<file path="config.mk">
export PLATFORM = sky130hd
export DESIGN_NAME = ibex_ex_sequencer_flat
export DESIGN_NICKNAME = d
export VERILOG_FILES = /design/src/rtl/ibex_ex_sequencer_if.sv /design/src/rtl/ibex_ex_sequencer.sv /design/src/flat_wrapper.sv
export SDC_FILE = /design/constraint.sdc
export NUM_CORES = 1
export LEC_CHECK = 0
export ABC_AREA = 0
export BUFFER_PORTS_ARGS = -buffer_cell sky130_fd_sc_hd__buf_2
export CAP_MARGIN = 25
export CORE_ASPECT_RATIO = 1.25
export CORE_MARGIN = 1
export CORE_UTILIZATION = 35
export CTS_CLUSTER_SIZE = 8
export DETAILED_ROUTE_END_ITERATION = 7
export GPL_ROUTABILITY_DRIVEN = 0
export MAX_ROUTING_LAYER = met4
export PLACE_DENSITY = 0.6
export REMOVE_ABC_BUFFERS = 1
export SLEW_MARGIN = 30
export SYNTH_ARGS = -nofsm -noshare
export SYNTH_HDL_FRONTEND = slang
export SYNTH_SLANG_ARGS = --single-unit
export TNS_END_PERCENT = 30
</file>
<file path="constraint.sdc">
create_clock -name clk_i -period 4.3 [get_ports clk_i]
set_clock_uncertainty 0.15 [all_clocks]
set_input_delay 0.215 -clock clk_i [delete_from_list [all_inputs] [get_ports clk_i]]
set_output_delay 0.215 -clock clk_i [all_outputs]
set_load 0.01 [all_outputs]
</file>
<file path="src/rtl/ibex_ex_sequencer_if.sv">
// Shared types and the ID/EX-to-datapath handshake bundle for ibex_ex_sequencer.
// master = ID stage / execute datapath side, slave = the sequencer.
package ibex_pkg;

    typedef enum integer {
        RV32MNone        = 0,
        RV32MSlow        = 1,
        RV32MFast        = 2,
        RV32MSingleCycle = 3
    } rv32m_e;

    localparam int unsigned ImdW = 34;
    localparam int unsigned ImdN = 2;

    typedef logic [ImdW-1:0] imd_t;

endpackage

interface ibex_ex_sequencer_if #(
    parameter int unsigned CntW = 6
);
    logic                                 instr_valid_i;
    logic                                 mult_sel_i;
    logic                                 div_sel_i;
    logic                                 kill_i;
    logic                                 ex_valid_i;
    logic                                 wb_ready_i;
    logic [ibex_pkg::ImdN-1:0]            imd_we_i;
    ibex_pkg::imd_t [ibex_pkg::ImdN-1:0]  imd_d_i;
    ibex_pkg::imd_t [ibex_pkg::ImdN-1:0]  imd_val_q_o;
    logic                                 instr_first_cycle_o;
    logic                                 mult_en_o;
    logic                                 div_en_o;
    logic                                 multdiv_ready_id_o;
    logic                                 instr_done_o;
    logic                                 busy_o;
    logic [CntW-1:0]                      cycle_cnt_o;

    modport master (
        output instr_valid_i, mult_sel_i, div_sel_i, kill_i, ex_valid_i, wb_ready_i,
               imd_we_i, imd_d_i,
        input  imd_val_q_o, instr_first_cycle_o, mult_en_o, div_en_o,
               multdiv_ready_id_o, instr_done_o, busy_o, cycle_cnt_o
    );

    modport slave (
        input  instr_valid_i, mult_sel_i, div_sel_i, kill_i, ex_valid_i, wb_ready_i,
               imd_we_i, imd_d_i,
        output imd_val_q_o, instr_first_cycle_o, mult_en_o, div_en_o,
               multdiv_ready_id_o, instr_done_o, busy_o, cycle_cnt_o
    );

endinterface

</file>
<file path="src/rtl/ibex_ex_sequencer.sv">
// Execute-stage sequencer: starts/finishes execute instructions, gates mult/div,
// owns the intermediate-value registers and holds results across writeback stalls.
module ibex_ex_sequencer #(
    parameter ibex_pkg::rv32m_e RV32M = ibex_pkg::RV32MFast,
    parameter int unsigned      CntW  = 6
) (
    input logic                clk_i,
    input logic                rst_ni,
    ibex_ex_sequencer_if.slave bus
);

    localparam int unsigned     ImdN     = ibex_pkg::ImdN;
    localparam logic [CntW-1:0] CntMax   = {CntW{1'b1}};
    localparam bit              MulDivEn = (RV32M != ibex_pkg::RV32MNone);

    typedef enum logic [1:0] {
        Idle = 2'd0,
        Busy = 2'd1,
        Hold = 2'd2
    } state_e;

    state_e                              state_q, state_d;
    logic [CntW-1:0]                     cnt_q;
    ibex_pkg::imd_t [ImdN-1:0]           imd_q;

    logic go;
    logic in_hold;
    logic abort;
    logic imd_en;
    logic done_c;
    logic first_cycle_c;

    // Loss of instr_valid_i mid-instruction is an abort, same as an explicit kill.
    assign go      = bus.instr_valid_i & ~bus.kill_i;
    assign in_hold = (state_q == Hold);
    assign abort   = bus.kill_i | (~bus.instr_valid_i & (state_q != Idle));
    assign imd_en  = go & ~in_hold;

    always_ff @(posedge clk_i or negedge rst_ni) begin
        if (!rst_ni) begin
            state_q <= Idle;
        end else begin
            state_q <= state_d;
        end
    end

    // Next state plus the done / first-cycle strobes.
    always_comb begin
        state_d       = state_q;
        done_c        = 1'b0;
        first_cycle_c = 1'b0;

        case (state_q)
            Idle: begin
                first_cycle_c = bus.instr_valid_i;
                if (go) begin
                    if (bus.ex_valid_i) begin
                        if (bus.wb_ready_i) begin
                            done_c = 1'b1;
                        end else begin
                            state_d = Hold;
                        end
                    end else begin
                        state_d = Busy;
                    end
                end
            end
            Busy: begin
                if (go && bus.ex_valid_i) begin
                    if (bus.wb_ready_i) begin
                        done_c  = 1'b1;
                        state_d = Idle;
                    end else begin
                        state_d = Hold;
                    end
                end
            end
            Hold: begin
                if (go && bus.wb_ready_i) begin
                    done_c  = 1'b1;
                    state_d = Idle;
                end
            end
            default: begin
                state_d = Idle;
            end
        endcase

        // Kill beats completion in the same cycle.
        if (abort) begin
            state_d = Idle;
            done_c  = 1'b0;
        end
    end

    // Saturating execute-cycle counter; frozen while holding or idle.
    always_ff @(posedge clk_i or negedge rst_ni) begin
        if (!rst_ni) begin
            cnt_q <= '0;
        end else if (abort) begin
            cnt_q <= '0;
        end else if (go) begin
            if (state_q == Idle) begin
                cnt_q <= CntW'(1);
            end else if ((state_q == Busy) && (cnt_q != CntMax)) begin
                cnt_q <= cnt_q + CntW'(1);
            end
        end
    end

    // Intermediate values: independent per-register writes, wiped on abort.
    always_ff @(posedge clk_i or negedge rst_ni) begin
        if (!rst_ni) begin
            imd_q <= '0;
        end else if (abort) begin
            imd_q <= '0;
        end else begin
            for (int k = 0; k < int'(ImdN); k++) begin
                if (imd_en && bus.imd_we_i[k]) begin
                    imd_q[k] <= bus.imd_d_i[k];
                end
            end
        end
    end

    assign bus.imd_val_q_o         = imd_q;
    assign bus.cycle_cnt_o         = cnt_q;
    assign bus.instr_first_cycle_o = first_cycle_c;
    assign bus.instr_done_o        = done_c;
    assign bus.busy_o              = (state_q != Idle);
    assign bus.multdiv_ready_id_o  = ~in_hold | bus.wb_ready_i;
    assign bus.mult_en_o           = MulDivEn & bus.mult_sel_i & go & ~in_hold;
    assign bus.div_en_o            = MulDivEn & bus.div_sel_i & go & ~in_hold;

endmodule
</file>
<file path="src/flat_wrapper.sv">
// flat-port wrapper written by rule: the top's interface ports become plain ports
module ibex_ex_sequencer_flat 
#(
    parameter ibex_pkg::rv32m_e RV32M = ibex_pkg::RV32MFast,
    parameter int unsigned      CntW  = 6
)
  (clk_i, rst_ni, bus_instr_valid_i, bus_mult_sel_i, bus_div_sel_i, bus_kill_i, bus_ex_valid_i, bus_wb_ready_i, bus_imd_we_i, bus_imd_d_i, bus_imd_val_q_o, bus_instr_first_cycle_o, bus_mult_en_o, bus_div_en_o, bus_multdiv_ready_id_o, bus_instr_done_o, bus_busy_o, bus_cycle_cnt_o);
  ibex_ex_sequencer_if #(.CntW(CntW)) bus_i ();
  input logic clk_i;
  input logic rst_ni;
  input wire logic [$bits(bus_i.instr_valid_i)-1:0] bus_instr_valid_i;
  input wire logic [$bits(bus_i.mult_sel_i)-1:0] bus_mult_sel_i;
  input wire logic [$bits(bus_i.div_sel_i)-1:0] bus_div_sel_i;
  input wire logic [$bits(bus_i.kill_i)-1:0] bus_kill_i;
  input wire logic [$bits(bus_i.ex_valid_i)-1:0] bus_ex_valid_i;
  input wire logic [$bits(bus_i.wb_ready_i)-1:0] bus_wb_ready_i;
  input wire logic [$bits(bus_i.imd_we_i)-1:0] bus_imd_we_i;
  input wire logic [$bits(bus_i.imd_d_i)-1:0] bus_imd_d_i;
  output wire logic [$bits(bus_i.imd_val_q_o)-1:0] bus_imd_val_q_o;
  output wire logic [$bits(bus_i.instr_first_cycle_o)-1:0] bus_instr_first_cycle_o;
  output wire logic [$bits(bus_i.mult_en_o)-1:0] bus_mult_en_o;
  output wire logic [$bits(bus_i.div_en_o)-1:0] bus_div_en_o;
  output wire logic [$bits(bus_i.multdiv_ready_id_o)-1:0] bus_multdiv_ready_id_o;
  output wire logic [$bits(bus_i.instr_done_o)-1:0] bus_instr_done_o;
  output wire logic [$bits(bus_i.busy_o)-1:0] bus_busy_o;
  output wire logic [$bits(bus_i.cycle_cnt_o)-1:0] bus_cycle_cnt_o;
  assign bus_i.instr_valid_i = bus_instr_valid_i;
  assign bus_i.mult_sel_i = bus_mult_sel_i;
  assign bus_i.div_sel_i = bus_div_sel_i;
  assign bus_i.kill_i = bus_kill_i;
  assign bus_i.ex_valid_i = bus_ex_valid_i;
  assign bus_i.wb_ready_i = bus_wb_ready_i;
  assign bus_i.imd_we_i = bus_imd_we_i;
  assign bus_i.imd_d_i = bus_imd_d_i;
  assign bus_imd_val_q_o = bus_i.imd_val_q_o;
  assign bus_instr_first_cycle_o = bus_i.instr_first_cycle_o;
  assign bus_mult_en_o = bus_i.mult_en_o;
  assign bus_div_en_o = bus_i.div_en_o;
  assign bus_multdiv_ready_id_o = bus_i.multdiv_ready_id_o;
  assign bus_instr_done_o = bus_i.instr_done_o;
  assign bus_busy_o = bus_i.busy_o;
  assign bus_cycle_cnt_o = bus_i.cycle_cnt_o;
  ibex_ex_sequencer #(.RV32M(RV32M), .CntW(CntW)) u_core (.clk_i(clk_i), .rst_ni(rst_ni), .bus(bus_i));
endmodule
</file>
==> out/results.txt <==
The run finished with clean final reports. The tool flagged a number of max-cap violations equal to 0. The count of cells resized by post-cts repair is 0. The most common library cell in the layout ignoring fill and taps is sky130_fd_sc_hd__buf_2.

After layout, the worst setup slack is 2.30 ns. The number of nets at the end of the flow is 522, and the largest stage delay on the critical path is 0.61 ns. Static timing analysis puts the maximum clock frequency at 501 MHz. The multiplexer share of the synthesized area was 0; the sink count of the clock tree was 76. The HPWL after detailed placement is 5140 um. The detailed-route DRC error count came out at 0. TritonCTS built the clock tree. The hold violation total from the final report was 0; the area added between synthesis and finish was 54.0%. Xor and xnor area share after synthesis: 0.00566. The first global-routing pass estimated 13300 um of wire. The tools report the final antenna diode count as 0.

In the layout the commonest cells are sky130_fd_sc_hd__buf_2, sky130_fd_sc_hd__dfrtp_1, sky130_fd_sc_hd__dlygate4sd3_1. The required time at the worst-slack endpoint came out at 4.44 ns. CTS built an H-tree with a depth of 3. Dominant combinational cell family by area after synthesis: compound AO/OA/AOI/OAI gates. During I/O placement, the number of pins put on the boundary was 158. The number of register bits inferred by synthesis is 76. The pre-CTS setup slack is 2.29 ns, and the total global routing track utilization is 0.193. The area of the multi-input gates came out at 983 um^2.

For this design, the slowest cell found on the critical path is sky130_fd_sc_hd__nor2_4. For this run the aggregate overflow at the end of global routing stands at 0. Class of the tightest hold or removal check: in2reg. The simple-gate share of the synthesized area is 0.0736, and the combined area of all synthesized cells is 3090 um^2.

Layout filler cell count: 739. The run gives 0.358 as the effective utilization at floorplan. The clock-pin transition on the worst setup and hold timing paths is 0.08 ns. The critical path goes through xnor2_1, a21oi_2, nor2_4, a22o_1. The shortest clock period the worst path allows after layout works out to 2.00 ns. The number of buffers added on ports was 157; the average wire per standard cell was 15.3 um. The die covers 9220 um^2. Synthesis instantiated 34 different standard cells from the library. The final standard cell utilization of the core is 0.551.

The clock passes through at most 2 buffers. The floorplan step set the die height to 107 um. The relative slew slack is 0.471. In this run the core area contains 38 standard-cell rows.

The average cell area after synthesis is 13.9 um^2. The largest area contributor in the netlist is sky130_fd_sc_hd__dfrtp_1. In the final timing run, aggregate negative setup slack is 0 ns.

The final critical-path share of the clock period came out at 0.465. Of all nets on the critical path, the largest fanout is 34. Yosys attributes the largest share of cell area to sky130_fd_sc_hd__dfrtp_1, sky130_fd_sc_hd__a22o_1, sky130_fd_sc_hd__buf_6.

The logs give 0 for the final count of negative-setup-slack endpoints and 0.615 for the sequential element share of the synthesized area. STA classifies the critical path endpoint as a flip-flop. The die is 86.1 um wide. For this design the ratio of total power to cell area is 333 nW/um^2.

The critical path is of the reg2reg type. Clock latency at the later pin of the worst-skew pair: 0.36 ns. Proportion of netlist area held by the largest area contributor: 0.615. Entering global routing, the biggest net connects 77 pins.

The post-synthesis compound-gate area fraction is 0.235. Number of design-rule violations left by the first detailed-router iteration: 211. CTS placed an instance of sky130_fd_sc_hd__clkbuf_8 at the clock tree root. Setup repair after global routing left no endpoint under its margin. The total vias in the final route came out at 2759.

Launching element type of the critical path: a flip-flop. The Yosys step of the flow raised 0 warnings. In this run the remaining antenna-violating nets after routing total 0. Summed over all layers, the routed wires come to 8710 um. The logs give 2780 for the via count of the first global-routing pass and 223 for the post-synthesis cell count. The initial antenna violation count was 0. TritonCTS created 9 clock buffers. Share of final-layout standard cells stronger than drive strength 1: 0.406. The share of synthesized cell area in full adder, half adder and majority cells was 0.00404. At the pin with the least slew margin, the transition time is 0.792 ns. For this run, the detailed router's first-pass iteration total came to 4. The worst-case IR drop observed on VDD is 0.164 mV.

The run gives 1900 um^2 as the total area of sequential cells. The number of max-slew violations in the final report was 0; the floorplan core area was 8650 um^2. The arrival time at the worst endpoint was 2.14 ns. Leakage power summed over all cells: 2.54 nW. Dividing the detail-routed via count by the number of cells gives 4.86.
## worst max-delay path: cells and delay by family, from the launching register on
family                    cells  cell delay (ns)
DFF                           1             0.48
AOI/OAI and AO/OA             2             0.37
and+or+nand+nor               1             0.61
xor gates and xnor gates      1             0.32
## per-layer routing
metal	routed length [um]	share of wire	global-route usage
met5	0	0	-
met4	276	0.032	0.111
met3	377	0.043	0.0377
met2	4570	0.52	0.328
met1	3490	0.40	0.208
## per-stage QoR
| step | cell area, um^2 | cells | hold slack (ns) | total power [mW] |
|---|---|---|---|---|
| 2_1_floorplan | 2900 | 204 | -0.231 | 0.846 |
| 3_5_place_dp | 3830 | 481 | 0.248 | 0.946 |
| 6_report | 4770 | 568 | 0.0194 | 1.58 |
| 4_1_cts | 4760 | 568 | 0.00406 | 1.60 |
| 3_3_place_gp | 3830 | 481 | 0.249 | 0.944 |
| 5_1_grt | 4770 | 568 | 0.0316 | 1.65 |
## repair_timing
| item | 4_1_cts | 5_1_grt |
|---|---|---|
| hold buffers | 71 | 0 |
| endpoints found under the hold margin | 146 | 0 |
| setup endpoints to repair | 0 | 0 |
| setup buffers | 0 | 0 |
## power breakdown
part           internal, mW  switching (mW)
Combinational         0.119           0.105
Sequential            0.742          0.0179
Clock                 0.327           0.274
Total                  1.19           0.397
## area by class of cell
| class | instances | area share |
|---|---|---|
| inverters | 3 | 0.00236 |
| multi-input cells | 125 | 0.206 |
| flip-flops and latches | 76 | 0.399 |
| clock buffers | 10 | 0.0268 |
| well taps | 120 | 0.0315 |
| repair buffers | 228 | 0.315 |
| clock inverters | 6 | 0.0186 |
## synth_stat cells
cell type / number
sky130_fd_sc_hd__a21boi_0: 1
sky130_fd_sc_hd__nor3_1: 4
sky130_fd_sc_hd__a31o_2: 1
sky130_fd_sc_hd__nor2_4: 2
sky130_fd_sc_hd__or3_1: 1
sky130_fd_sc_hd__nor2_1: 5
sky130_fd_sc_hd__a21oi_2: 2
sky130_fd_sc_hd__or2b_1: 1
sky130_fd_sc_hd__nand4bb_1: 1
sky130_fd_sc_hd__nand3_1: 5
sky130_fd_sc_hd__nor3b_1: 1
sky130_fd_sc_hd__and2_4: 2
sky130_fd_sc_hd__inv_1: 3
sky130_fd_sc_hd__nand4_1: 1
sky130_fd_sc_hd__a211oi_1: 2
sky130_fd_sc_hd__nand2b_4: 1
sky130_fd_sc_hd__dfrtp_1: 76
sky130_fd_sc_hd__and2b_1: 2
sky130_fd_sc_hd__and2_1: 3
sky130_fd_sc_hd__o2bb2ai_1: 1
sky130_fd_sc_hd__nor2b_4: 1
sky130_fd_sc_hd__and3_1: 1
sky130_fd_sc_hd__xnor2_1: 2
sky130_fd_sc_hd__buf_2: 2
sky130_fd_sc_hd__a2bb2oi_1: 1
sky130_fd_sc_hd__a21o_1: 2
sky130_fd_sc_hd__ha_1: 1
sky130_fd_sc_hd__a21oi_1: 6
sky130_fd_sc_hd__o21ai_0: 2
sky130_fd_sc_hd__buf_6: 16
sky130_fd_sc_hd__buf_4: 1
sky130_fd_sc_hd__nand2_1: 3
sky130_fd_sc_hd__nor2_2: 1
sky130_fd_sc_hd__a22o_1: 69
## registers in the layout, indices dropped and copies added, names as in the netlist
name,flops
u_core.bus.cycle_cnt_o,6
u_core.bus.imd_val_q_o,68
u_core.state_q,2
## kinds of logic after synthesis
kind of cell | Yosys count
compound gates | 87
flops | 76
simple gates | 35
buf+inv | 22
xor+xnor | 2
fa+ha+maj | 1
## final timing paths
path | cells past startpoint | from | to | slack [ns]
min in group asynchronous | 2 | rst_ni | u_core.bus.imd_val_q_o[15] | 0.33
worst min-delay path | 2 | bus_kill_i | u_core.bus.cycle_cnt_o[0] | 0.02
worst min register to register | 1 | u_core.bus.imd_val_q_o[3] | u_core.bus.imd_val_q_o[3] | 0.34
worst max-delay path | 4 | u_core.state_q[1] | u_core.bus.imd_val_q_o[60] | 2.30
max in group asynchronous | 2 | rst_ni | u_core.bus.imd_val_q_o[3] | 3.16
worst max register to register | 4 | u_core.state_q[1] | u_core.bus.imd_val_q_o[60] | 2.30
Power figures use the tool's default switching activity.
